[config.mk]
export PLATFORM = sky130hd
export DESIGN_NAME = sprite_update_queue
export DESIGN_NICKNAME = d
export VERILOG_FILES = /design/src/rtl/sprite_queue_pkg.sv /design/src/rtl/sprite_update_queue_fifo.sv /design/src/rtl/sprite_update_queue.sv
export SDC_FILE = /design/constraint.sdc
export NUM_CORES = 1
export LEC_CHECK = 0
export ABC_AREA = 0
export CAP_MARGIN = 20
export CORE_MARGIN = 4
export CORE_UTILIZATION = 50
export CTS_BUF_LIST = sky130_fd_sc_hd__clkbuf_4 sky130_fd_sc_hd__clkbuf_8
export CTS_CLUSTER_SIZE = 28
export DETAILED_ROUTE_END_ITERATION = 10
export PLACE_DENSITY = 0.67
export SYNTH_ARGS = -nofsm -noshare
export SYNTH_HDL_FRONTEND = slang
export SYNTH_SLANG_ARGS = --single-unit
[constraint.sdc]
create_clock -name clk -period 10.45 [get_ports clk]
set_input_delay 1.045 -clock clk [delete_from_list [all_inputs] [get_ports clk]]
set_output_delay 1.045 -clock clk [all_outputs]
set_load 0.005 [all_outputs]
[src/rtl/sprite_queue_pkg.sv]
// Shared addresses, entry layout and FSM states for the sprite update queue.
package sprite_queue_pkg;

  localparam logic [5:0] ADDR_CLEAR   = 6'd60;
  localparam logic [5:0] ADDR_STATUS  = 6'd62;
  localparam logic [5:0] ADDR_OVF_CLR = 6'd63;

  typedef struct packed {
    logic [5:0]  addr;
    logic [31:0] data;
  } entry_t;

  typedef enum logic {
    IDLE  = 1'b0,
    DRAIN = 1'b1
  } state_t;

endpackage

[src/rtl/sprite_update_queue_fifo.sv]
// Synchronous FIFO of sprite-register commands; a push while full is
// accepted only if a pop frees a slot in the same cycle.
module sprite_fifo
  import sprite_queue_pkg::*;
#(
  parameter int DEPTH = 32
) (
  input  logic                     clk,
  input  logic                     reset,
  input  logic                     push,
  input  logic                     pop,
  input  entry_t                   wdata,
  output entry_t                   rdata,
  output logic                     full,
  output logic                     empty,
  output logic [$clog2(DEPTH):0]   count
);

  localparam int AW = $clog2(DEPTH);

  entry_t        mem [DEPTH];
  logic [AW-1:0] wr_ptr_q, wr_ptr_d;
  logic [AW-1:0] rd_ptr_q, rd_ptr_d;
  logic [AW:0]   count_q, count_d;
  logic          do_push;
  logic          do_pop;

  assign full  = (count_q == (AW+1)'(DEPTH));
  assign empty = (count_q == '0);
  assign count = count_q;
  assign rdata = mem[rd_ptr_q];

  always_comb begin
    do_pop   = pop && !empty;
    do_push  = push && (!full || do_pop);
    wr_ptr_d = wr_ptr_q;
    rd_ptr_d = rd_ptr_q;
    count_d  = count_q;
    if (do_push) wr_ptr_d = wr_ptr_q + 1'b1;
    if (do_pop)  rd_ptr_d = rd_ptr_q + 1'b1;
    unique case ({do_push, do_pop})
      2'b10:   count_d = count_q + 1'b1;
      2'b01:   count_d = count_q - 1'b1;
      default: count_d = count_q;
    endcase
  end

  always_ff @(posedge clk or posedge reset) begin
    if (reset) begin
      wr_ptr_q <= '0;
      rd_ptr_q <= '0;
      count_q  <= '0;
    end else begin
      wr_ptr_q <= wr_ptr_d;
      rd_ptr_q <= rd_ptr_d;
      count_q  <= count_d;
    end
  end

  always_ff @(posedge clk) begin
    if (do_push) mem[wr_ptr_q] <= wdata;
  end

endmodule

[src/rtl/sprite_update_queue.sv]
// Host-side queue of sprite-register writes, drained during vertical blank.
// Optional frame counter in status bits 30:16: SPRITE_QUEUE_FRAMECNT_EN.
module sprite_update_queue
  import sprite_queue_pkg::*;
#(
  parameter int DEPTH = 32
) (
  input  logic        clk,
  input  logic        reset,
  input  logic        chipselect,
  input  logic        write,
  input  logic        read,
  input  logic [5:0]  address,
  input  logic [31:0] writedata,
  output logic [31:0] readdata,
  input  logic        vblank,
  output logic        out_write,
  output logic [5:0]  out_address,
  output logic [31:0] out_data,
  output logic        busy
);

  localparam int CW = $clog2(DEPTH) + 1;

  state_t        state_q, state_d;
  logic          vblank_s_q, vblank_q;
  logic          rise;
  logic          ovf_q, ovf_d;
  logic [31:0]   readdata_q, readdata_d;
  logic          out_write_q, out_write_d;
  logic [5:0]    out_address_q, out_address_d;
  logic [31:0]   out_data_q, out_data_d;
  logic          push_req;
  logic          pop;
  logic          full;
  logic          empty;
  logic [CW-1:0] fifo_count;
  logic [14:0]   frame_bits;
  entry_t        wr_entry;
  entry_t        head;

  assign rise     = vblank_s_q && !vblank_q;
  assign push_req = chipselect && write && (address <= ADDR_CLEAR);
  assign wr_entry = '{addr: address, data: writedata};

  sprite_fifo #(
    .DEPTH (DEPTH)
  ) u_fifo (
    .clk   (clk),
    .reset (reset),
    .push  (push_req),
    .pop   (pop),
    .wdata (wr_entry),
    .rdata (head),
    .full  (full),
    .empty (empty),
    .count (fifo_count)
  );

`ifdef SPRITE_QUEUE_FRAMECNT_EN
  logic [14:0] frame_q, frame_d;

  always_comb begin
    frame_d = frame_q;
    if (rise) frame_d = frame_q + 1'b1;
  end

  always_ff @(posedge clk or posedge reset) begin
    if (reset) frame_q <= '0;
    else       frame_q <= frame_d;
  end

  assign frame_bits = frame_q;
`else
  assign frame_bits = '0;
`endif

  // Leave DRAIN once the queue is seen empty or blanking has ended.
  always_comb begin
    state_d = state_q;
    pop     = 1'b0;
    unique case (state_q)
      IDLE: begin
        if (rise && !empty) state_d = DRAIN;
      end
      DRAIN: begin
        if (!vblank_s_q || empty) state_d = IDLE;
        else                      pop     = 1'b1;
      end
      default: state_d = IDLE;
    endcase
  end

  always_comb begin
    ovf_d         = ovf_q;
    readdata_d    = '0;
    out_write_d   = pop;
    out_address_d = out_address_q;
    out_data_d    = out_data_q;
    if (chipselect && write && address == ADDR_OVF_CLR)
      ovf_d = 1'b0;
    else if (push_req && full && !pop)
      ovf_d = 1'b1;
    if (chipselect && read && address == ADDR_STATUS)
      readdata_d = {ovf_q, frame_bits, 8'b0, 8'(fifo_count)};
    if (pop) begin
      out_address_d = head.addr;
      out_data_d    = head.data;
    end
  end

  always_ff @(posedge clk or posedge reset) begin
    if (reset) begin
      state_q       <= IDLE;
      vblank_s_q    <= 1'b0;
      vblank_q      <= 1'b0;
      ovf_q         <= 1'b0;
      readdata_q    <= '0;
      out_write_q   <= 1'b0;
      out_address_q <= '0;
      out_data_q    <= '0;
    end else begin
      state_q       <= state_d;
      vblank_s_q    <= vblank;
      vblank_q      <= vblank_s_q;
      ovf_q         <= ovf_d;
      readdata_q    <= readdata_d;
      out_write_q   <= out_write_d;
      out_address_q <= out_address_d;
      out_data_q    <= out_data_d;
    end
  end

  assign readdata    = readdata_q;
  assign out_write   = out_write_q;
  assign out_address = out_address_q;
  assign out_data    = out_data_q;
  assign busy        = (state_q == DRAIN);

endmodule

======== Word-level counts from Yosys, hierarchy flattened ========
Memory sizes are Yosys's and may differ from the RTL's. A register that Yosys moved wholly into a read port is not among the register bits.
Index checks and enable logic that the tools add are counted.
operators by class
  reduce and logical (&&, ||, !) cells .... 21
  bitwise gates (word level) .............. 1
  eq/ne operators ......................... 5
  mux-type cells .......................... 10
  $lt $le $gt $ge ......................... 1
  $add $sub $neg .......................... 4
operators by type and width
  cell                                                                 count
  32-bit 2-to-1 mux                                                    1
  6-bit == test (second input constant)                                3
  6-bit one-hot mux with 2 select lines                                1
  1-bit logical AND                                                    11
  5-bit by 1-bit adder with 5-bit output (second input constant)       2
  1-bit 2-to-1 mux                                                     7
  6-bit by 1-bit adder with 6-bit output (second input constant)       1
  6-bit <= comparator (second input constant)                          1
  6-bit logical NOT                                                    1
  6-bit by 1-bit subtractor with 6-bit output (second input constant)  1
  1-bit logical NOT                                                    5
  2-bit nonzero test                                                   2
  2-bit by 1-bit == test with 1-bit output (second input constant)     1
  2-bit == test (second input constant)                                1
  1-bit logical OR                                                     2
  1-bit one-hot mux with 2 select lines                                1
  1-bit NOT                                                            1
storage, ports and cells
  RAM bits ................................ 1216
  bits of input ports ..................... 44
  memories ................................ 1
  output and inout bits ................... 72
  bits in registers ....................... 53
  logic and storage cells ................. 52
memories
  memory      words  width  rd ports  clocked after Yosys merged registers in  wr ports  line                            source
  u_fifo.mem  32     38     1         1                                        1         sprite_update_queue_fifo.sv:21  entry_t mem [DEPTH];

======== Longest topological paths before layout ========
Gate-level depths: netlist (run 1).
  word-level depth ........................ 9
  gate-level depth with buffers ........... 15
  depth with buffers taken out ............ 12

======== Cells and area by module ========
A second synthesis (run 1) with hierarchy kept.
unflattened totals
  cell total of the unflattened synthesis .. 2542
  area, all modules ....................... 49656.4 um^2
by module, submodules not included
  module               seq. area each (um^2)  times used  cells an instance  area an instance (um^2)
  sprite_fifo          36915.4                1           2402               47451.8
  sprite_update_queue  1251.2                 1           140                2204.6

======== Worst setup path before layout (run 1) ========
Ideal clock, no wire load.
  path type ............................... input to register
  start ................................... in address[5]
  end ..................................... mem u_fifo.mem[29][0] (netlist bit) (enable)
  path buffers ............................ 0
  path slack .............................. 6.562 ns
  arrival ................................. 3.455 ns
  required time ........................... 10.017 ns
  setup time .............................. 0.433 ns
  stages on the path ...................... 5
  path through ............................ nand4_1 -> nor2_1 -> nor3b_4 -> nand2_1 -> nor2_1
on the way
  longest elaborated chain between the ends .. 5
ends and longest elaborated chain
  what                                    line                            source
  start: declaration                      sprite_update_queue.sv:13       input logic [5:0] address,
  6-bit <= comparator                     sprite_update_queue.sv:43       assign push_req = chipselect && write && (address <= ADDR_CLEAR);
  1-bit logical AND                       sprite_update_queue.sv:43
  1-bit logical AND                       sprite_update_queue_fifo.sv:35  do_push = push && (!full || do_pop);
  1-bit 2-to-1 mux                        sprite_update_queue_fifo.sv:61  if (do_push) mem[wr_ptr_q] <= wdata;
  1-bit 2-to-1 mux (implied by the code)  sprite_update_queue_fifo.sv:61
  end: declaration                        sprite_update_queue_fifo.sv:21
No other way between the ends.

==> key figures, run 1 <==
Cells and area
  – Combined flip-flop and latch cell area: 38180 µm²
  – Nets: about 2800
  – Final cell utilization of the core: a little under three fifths
  – Synth-to-layout area growth: 13.00%
  – Number of filler instances in the final layout: between 7000 and 8000
  – Post-route cell area: about 56000 µm²
  – Final Non-Filler Cells: ~4200
  – Combined area of the multi-input logic cells: ~11000 µm²
  – Fraction of final layout cells with drive strength greater than 1: 22.84%

Setup path
  – Crit path DAT: 4.69 ns
  – Required time reported for the critical path endpoint: about 11 ns
  – CP Capture Type: register
  – CP startpoint kind: register
  – Largest fanout of any net on the critical path: 48
  – Critical path class: register to register

Placed design
  – Setup slack at placement: between 5 and 6 ns
  – Gp weighted congestion: 0.8392
  – Instance count after placement with tap cells included: roughly 3800
  – Dpl hpwl: around 72000 µm
  – Instance area after placement: between 50000 and 60000 µm²
  – Number of buffers inserted by port buffering: 90

Timing
  – Hold Worst Slack: slightly above 0.4 ns
  – Post-layout minimum cycle time: around 3.9 ns
  – Final clock skew: 0.03398 ns
  – Top achievable clock speed: between 200 and 300 MHz
  – Worst slew margin: a little over a quarter
  – Final-report setup violation count: 0
  – Summed negative setup slack over all endpoints: 0 ns
  – Final hold violation count: 0
  – Max-slew violation count: 0
  – Final period utilization: about 38%
  – Setup ws final: 6.521 ns
  – RSZ-0062 raised after global routing: false
  – Slew at the pin with the worst max-slew slack: between 1 and 1.5 ns

Drt
  – Vias per Instance: approximately 6.1
  – Total DRC errors in the routed layout: 0
  – Number of detailed-routing iterations run before antenna repair: 5
  – Initial DRC count: ~2800
  – Count of vias placed by the detailed router: roughly 25000
  – Routed wire length: ~120000 µm
  – Drt wl/cell: between 20 and 30 µm
  – Remaining antenna violation count: 0

Yosys
  – Share of the yosys chip area belonging to registers: 77.11%
  – Flop and latch count out of synthesis: between 1000 and 1500
  – Mean instance size in the synthesized netlist: about 20 µm²
  – Count of distinct cell types in the synthesized netlist: 61
  – Count of flip-flops with a built-in enable after synthesis: between 1000 and 1500
  – Library cell occupying the most area in the post-synthesis netlist: sky130_fd_sc_hd__edfxtp_1
  – Netlist Area Pre-Place: 49490 µm²
  – Cells after synthesis: approximately 2500
  – Most area-consuming cells after synthesis: sky130_fd_sc_hd__edfxtp_1, sky130_fd_sc_hd__mux4_2, sky130_fd_sc_hd__mux2i_1, sky130_fd_sc_hd__dfrtp_1, sky130_fd_sc_hd__a22oi_1
  – Most common library cells after synthesis: sky130_fd_sc_hd__edfxtp_1, sky130_fd_sc_hd__mux2i_1, sky130_fd_sc_hd__mux4_2
  – Total number of yosys warnings: 0
  – Cell with the most instances after synthesis: sky130_fd_sc_hd__edfxtp_1
  – Fraction of registers with async set/reset: under 10%
  – Area share of the largest cell type after synthesis: between 70% and 80%
  – Synth Flop Type: sky130_fd_sc_hd__edfxtp_1

Global routing
  – Overall overflow remaining after global route: 0
  – Largest net degree at the start of global routing: approximately 130
  – Wire length of the first global-routing pass: about 180000 µm
  – Via count of the first global-routing pass: 25240
  – Total track usage: a little under a quarter
  – Initial antenna violation count: 5

Clock network
  – Post-CTS Setup Repair Bufs: 0
  – TritonCTS sink count: roughly 1300
  – Buffer levels on the longest clock path: 3
  – Clock root buffer master: sky130_fd_sc_hd__clkbuf_8
  – Total number of H-tree levels: 4
  – CTS tree: yes
  – Later-pin clock latency in the skew report: 0.83 ns
  – Hold-fix buffers, CTS: 0
  – Clock-pin transition on the worst setup and hold timing paths: approximately 0.060 ns
  – Post-cts gate resize count: 0
  – Num CTS Buffers: 196

Hold path
  – Hold Path Class: register to register

Power
  – Pwr Density: ~240 nW/µm²
  – Highest ir drop seen on vdd: 0.0002201 V
  – Overall power: between 10 and 15 mW
  – Leakage component of the power: about 18 nW

Floorplanning
  – DIE AREA: between 100000 and 150000 µm²
  – Boundary Pins: 116
  – Die height: between 300 and 400 µm
  – FP Rows: about 120
  – Placeable core region: between 90000 and 100000 µm²
  – Starting utilization of the core area: roughly 50%
  – Chip Width: around 320 µm

Job
  – Number of max-capacitance violations reported: 0

Run status
  – Run status: finished clean
state kept, by name, summed over array words and instances, names as in the netlist:
signal           flops
u_fifo.wr_ptr_q      5
readdata             7
out_write            1
ovf_q                1
u_fifo.count         6
out_data            32
u_fifo.rd_ptr_q      5
vblank_q             1
out_address          6
u_fifo.mem        1216
busy                 1
vblank_s_q           1
placed cells by master, fill, tap and decap left out, drive strengths merged, types with 4 or more instances in the layout:
master         netlist  layout
and2                 8       8
nor3b                5       5
xnor2                8       8
ha                   8       8
bufinv               0       5
clkinv               0      55
a22o                38      38
buf                138      90
xor2                 8       8
nor3                37      37
nand3b               6       6
nor2b                4       4
nand2               56      56
o22ai               74      74
nand3                9       9
conb                 1      25
mux4               151     151
clkdlybuf4s50        0      71
dfrtp               66      66
a22oi               74      74
a211oi              37      37
a31oi                4       4
nand4                4       4
edfxtp            1216    1216
a21oi               42      42
nor2                85      85
clkbuf              30     302
mux2i              304     304
inv                  7      11
o2111ai             37      37
area by class of cell:
| cell class | count | area share, % |
|---|---|---|
| repair buffers | 162 | 2.613 |
| multi-input cells | 1057 | 18.99 |
| inverters | 7 | 0.04922 |
| flip-flops and latches | 1282 | 68.27 |
| well taps | 1287 | 2.879 |
| clock buffers | 301 | 6.401 |
| clock inverters | 67 | 0.7897 |
| diodes | 3 | 0.01342 |
metal layers:
metal | GRT usage, % | routed length (µm)
met5 | 0 | 12
met4 | 8.119 | 3939
met3 | 5.408 | 10440
met2 | 37.33 | 58320
met1 | 32.40 | 48690
cell families (layout without fill, tap and decap cells):
logic type	count (synthesis)	count (layout)	synth area share, %
simple gates	231	231	2.255
other cells	1	28	0.007577
fa+ha+maj	8	8	0.2022
buf+inv	175	537	2.156
xor+xnor	16	16	0.2831
flops	1282	1282	77.11
mux	457	457	13.06
compound gates	320	320	4.917
worst max-delay path: stages (launching register included):
cell	delay (ns)
sky130_fd_sc_hd__dfrtp_4	0.77
sky130_fd_sc_hd__buf_4	0.83
sky130_fd_sc_hd__nand3_2	1.08
sky130_fd_sc_hd__nor2_1	0.40
sky130_fd_sc_hd__a211oi_1	0.12
sky130_fd_sc_hd__o2111ai_1	0.34
sky130_fd_sc_hd__a22o_1	0.22
final timing paths:
| path | from | to | slack [ns] | cells past startpoint |
|---|---|---|---|---|
| setup / recovery | u_fifo.rd_ptr_q[0]$_DFFE_PP0P_ | out_data[26]$_DFFE_PP0N_ | 6.52 | 6 |
| hold / removal | vblank_s_q$_DFF_PP0_ | vblank_q$_DFF_PP0_ | 0.41 | 0 |
| setup reg to reg | u_fifo.rd_ptr_q[0]$_DFFE_PP0P_ | out_data[26]$_DFFE_PP0N_ | 6.52 | 6 |
| hold reg to reg | vblank_s_q$_DFF_PP0_ | vblank_q$_DFF_PP0_ | 0.41 | 0 |
| max in group asynchronous | reset | u_fifo.rd_ptr_q[0]$_DFFE_PP0P_ | 8.82 | 3 |
| min in group asynchronous | reset | readdata[1]$_DFF_PP0_ | 0.85 | 3 |
power by group:
part	internal (mW)	total (mW)	leakage [nW]	switching, mW
sequential	5.87	6.17	11.8	0.297
clock	2.30	4.17	2.15	1.86
combinational	1.38	3.35	4.23	1.97
total	9.55	13.7	18.1	4.13
Power figures use the tool's default switching activity.
==> run 2, diff against run 1 <==
--- a/config.mk
+++ b/config.mk
@@ -12,7 +12,7 @@
 export CTS_BUF_LIST = sky130_fd_sc_hd__clkbuf_4 sky130_fd_sc_hd__clkbuf_8
 export CTS_CLUSTER_SIZE = 28
 export DETAILED_ROUTE_END_ITERATION = 10
-export PLACE_DENSITY = 0.67
+export PLACE_DENSITY = 0.69
 export SYNTH_ARGS = -nofsm -noshare
 export SYNTH_HDL_FRONTEND = slang
 export SYNTH_SLANG_ARGS = --single-unit
==> constraint.sdc (replaced) <==
create_clock -name clk -period 3.45 [get_ports clk]
set_input_delay 0.345 -clock clk [delete_from_list [all_inputs] [get_ports clk]]
set_output_delay 0.345 -clock clk [all_outputs]
set_load 0.005 [all_outputs]
==> run 2 against run 1 <==
Compared with the run above: final area is 2.4% higher; fmax up 25%; critical endpoint is now out_data[25]$_DFFE_PP0N_; clock skew grew 0.0089 ns; final cell count up 2.2%; largest power group unchanged.
==> key figures, run 2 (synthesized netlist as in run 1, its figures left out) <==
Timing
  – Post-layout minimum cycle time: 3.144 ns (-0.7852 ns)
  – Final hold violation count: 0 (unchanged)
  – Max-slew violation count: 0 (unchanged)
  – Slew at the pin with the worst max-slew slack: 1.154 ns (+0.04834 ns)
  – Final clock skew: 0.04287 ns (+0.008893 ns)
  – Final-report setup violation count: 0 (unchanged)
  – Top achievable clock speed: 318.1 MHz (+25%)
  – RSZ-0062 raised after global routing: false
  – Summed negative setup slack over all endpoints: 0 ns (unchanged)
  – Final period utilization: 91.13% (+54 points)
  – Worst slew margin: 23.08% (-3.1 points)

Global routing
  – Overall overflow remaining after global route: 0 (unchanged)
  – Largest net degree at the start of global routing: 81 (-35%)
  – Via count of the first global-routing pass: 26100 (+3.4%)
  – Initial antenna violation count: 3 (-2)
  – Wire length of the first global-routing pass: 174700 µm (-0.45%)
  – Total track usage: 23.13% (-0.34 points)

Cells and area
  – Fraction of final layout cells with drive strength greater than 1: 24.75% (+1.9 points)
  – Top library cells by usage in the layout, fill and taps aside: sky130_fd_sc_hd__edfxtp_1, sky130_fd_sc_hd__mux2i_1, sky130_fd_sc_hd__clkbuf_8
  – Synth-to-layout area growth: 15.67%
  – Final cell utilization of the core: 58.25% (+1.3 points)
  – Nets: 2856 (+3.6%)
  – Most flops, register: u_fifo.mem
  – Leading cell type in the layout, fill and taps excluded: sky130_fd_sc_hd__edfxtp_1
  – Number of flip-flops in the largest register: 1216 (unchanged)

Clock network
  – Buffer levels on the longest clock path: 3 (unchanged)
  – Total number of H-tree levels: 4 (unchanged)
  – Clock-pin transition on the worst setup and hold timing paths: 0.06 ns (about the same)
  – Hold-fix buffers, CTS: 2 (+2)
  – CTS tree: yes
  – Later-pin clock latency in the skew report: 0.87 ns (+0.04 ns)
  – Clock root buffer master: sky130_fd_sc_hd__clkbuf_8
  – Post-cts gate resize count: 0 (unchanged)
  – Num CTS Buffers: 197 (+0.51%)
  – Post-CTS Setup Repair Bufs: 0 (unchanged)
  – TritonCTS sink count: 1282 (unchanged)

Run status
  – Run status: finished clean

Power
  – Leakage component of the power: 18.78 nW (+3.6%)
  – Pwr Density: 725.9 nW/µm² (+200%)
  – Overall power: 41.56 mW (+200%)
  – Psw: 12.30 mW (+200%)
  – Sequential share of power: 44.9% (-0.2 points)
  – Int Power: 29.26 mW (+210%)
  – Switching share of power: 29.59% (-0.61 points)
  – Share of power burned in combinational logic: 24.6% (about the same)
  – Highest ir drop seen on vdd: 0.0003871 V (+76%)
  – Clock share of power: 30.4% (about the same)

Drt
  – Total DRC errors in the routed layout: 0 (unchanged)
  – Number of detailed-routing iterations run before antenna repair: 7 (+2)
  – Routed wire length: 119500 µm (-1.6%)
  – Initial DRC count: 2603 (-8.1%)
  – Count of vias placed by the detailed router: 25580 (+1.3%)
  – Remaining antenna violation count: 0 (unchanged)
  – Drt wl/cell: 28.06 µm (-3.7%)
  – Vias per Instance: 6.008 (-0.85%)

Placed design
  – Gp weighted congestion: 0.8408 (+0.19%)
  – Number of buffers inserted by port buffering: 90 (unchanged)
  – Dpl hpwl: 69370 µm (-3.9%)

Floorplanning
  – Die height: 322.6 µm (unchanged)
  – DIE AREA: 104100 µm² (unchanged)
  – Placeable core region: 98280 µm² (unchanged)
  – Boundary Pins: 116 (unchanged)
  – FP Rows: 115 (unchanged)
  – Chip Width: 322.6 µm (unchanged)
  – Starting utilization of the core area: 50.36% (unchanged)

Setup path
  – Worst path bufs/invs: 1 (unchanged)
  – Slowest cell on the critical path: sky130_fd_sc_hd__or2_2
  – Required time reported for the critical path endpoint: 4.23 ns (-6.98 ns)
  – CP Capture Type: register
  – Largest fanout of any net on the critical path: 64 (+33%)
  – Critical path class: register to register
  – Gate family responsible for the most delay along the worst path: simple AND/OR/NAND/NOR gates
  – Crit path DAT: 3.93 ns (-0.76 ns)
  – Delay contributed by the slowest stage of the critical path: 0.87 ns (-0.21 ns)
  – CP startpoint kind: register
  – Critical-path cell list: buf_12, or2_2, a21oi_1, nor3_1, a22o_1

Job
  – Number of max-capacitance violations reported: 0 (unchanged)

Hold path
  – Hold Path Class: primary input to register
run 2: routing by layer:
metal / share of wire (%) / global-route usage [%] / vias up
li1: - / - / 10840
met4: 2.5 / 7.512 / 2
met2: 48 / 36.92 / 1191
met3: 7.7 / 4.223 / 211
met5: 0.011 / 0 / -
met1: 42 / 32.82 / 13340
run 2: power by group through the flow:
stage	logic, mW	clock network (mW)	registers (mW)
after CTS	10.3	12.9	18.6
after floorplan	6.97	0	18.4
final	10.2	12.6	18.7
after detailed placement	10.2	0	19.0
after global placement	10.0	0	18.9
after global routing	10.8	13.7	18.7
run 2: metrics by stage:
step	cells	setup WS [ns]	area (µm²)	hold slack, ns
floorplan	2514	0.06903	49580	0.3678
global placement	3879	0.2069	52910	0.3914
detailed placement	3880	0.1507	52940	0.4106
CTS	4247	0.3468	57010	0.2242
global route	4258	0.1723	57250	0.1816
finish	4258	0.3059	57250	0.2180
run 2: worst paths after layout:
| check | start | to | slack (ns) | depth (start not counted) |
|---|---|---|---|---|
| worst max register to register | u_fifo.rd_ptr_q[2]$_DFFE_PP0P_ | out_data[25]$_DFFE_PP0N_ | 0.31 | 5 |
| min in group asynchronous | reset | readdata[2]$_DFF_PP0_ | 0.49 | 3 |
| worst min-delay path | writedata[1] | u_fifo.mem[18][1]$_DFFE_PP_ | 0.22 | 1 |
| max in group asynchronous | reset | out_data[23]$_DFFE_PP0N_ | 2.23 | 4 |
| worst max-delay path | u_fifo.rd_ptr_q[2]$_DFFE_PP0P_ | out_data[25]$_DFFE_PP0N_ | 0.31 | 5 |
| worst min register to register | vblank_s_q$_DFF_PP0_ | vblank_q$_DFF_PP0_ | 0.42 | 0 |
run 2: final cells by class:
class,count,area [µm²]
diodes,1,2.502
flip-flops and latches,1282,38180
fillers,7058,41030
multi-input cells,1057,10620
clock inverters,79,526.8
clock buffers,286,3530
well taps,1287,1610
inverters,7,27.53
repair buffers,259,2753
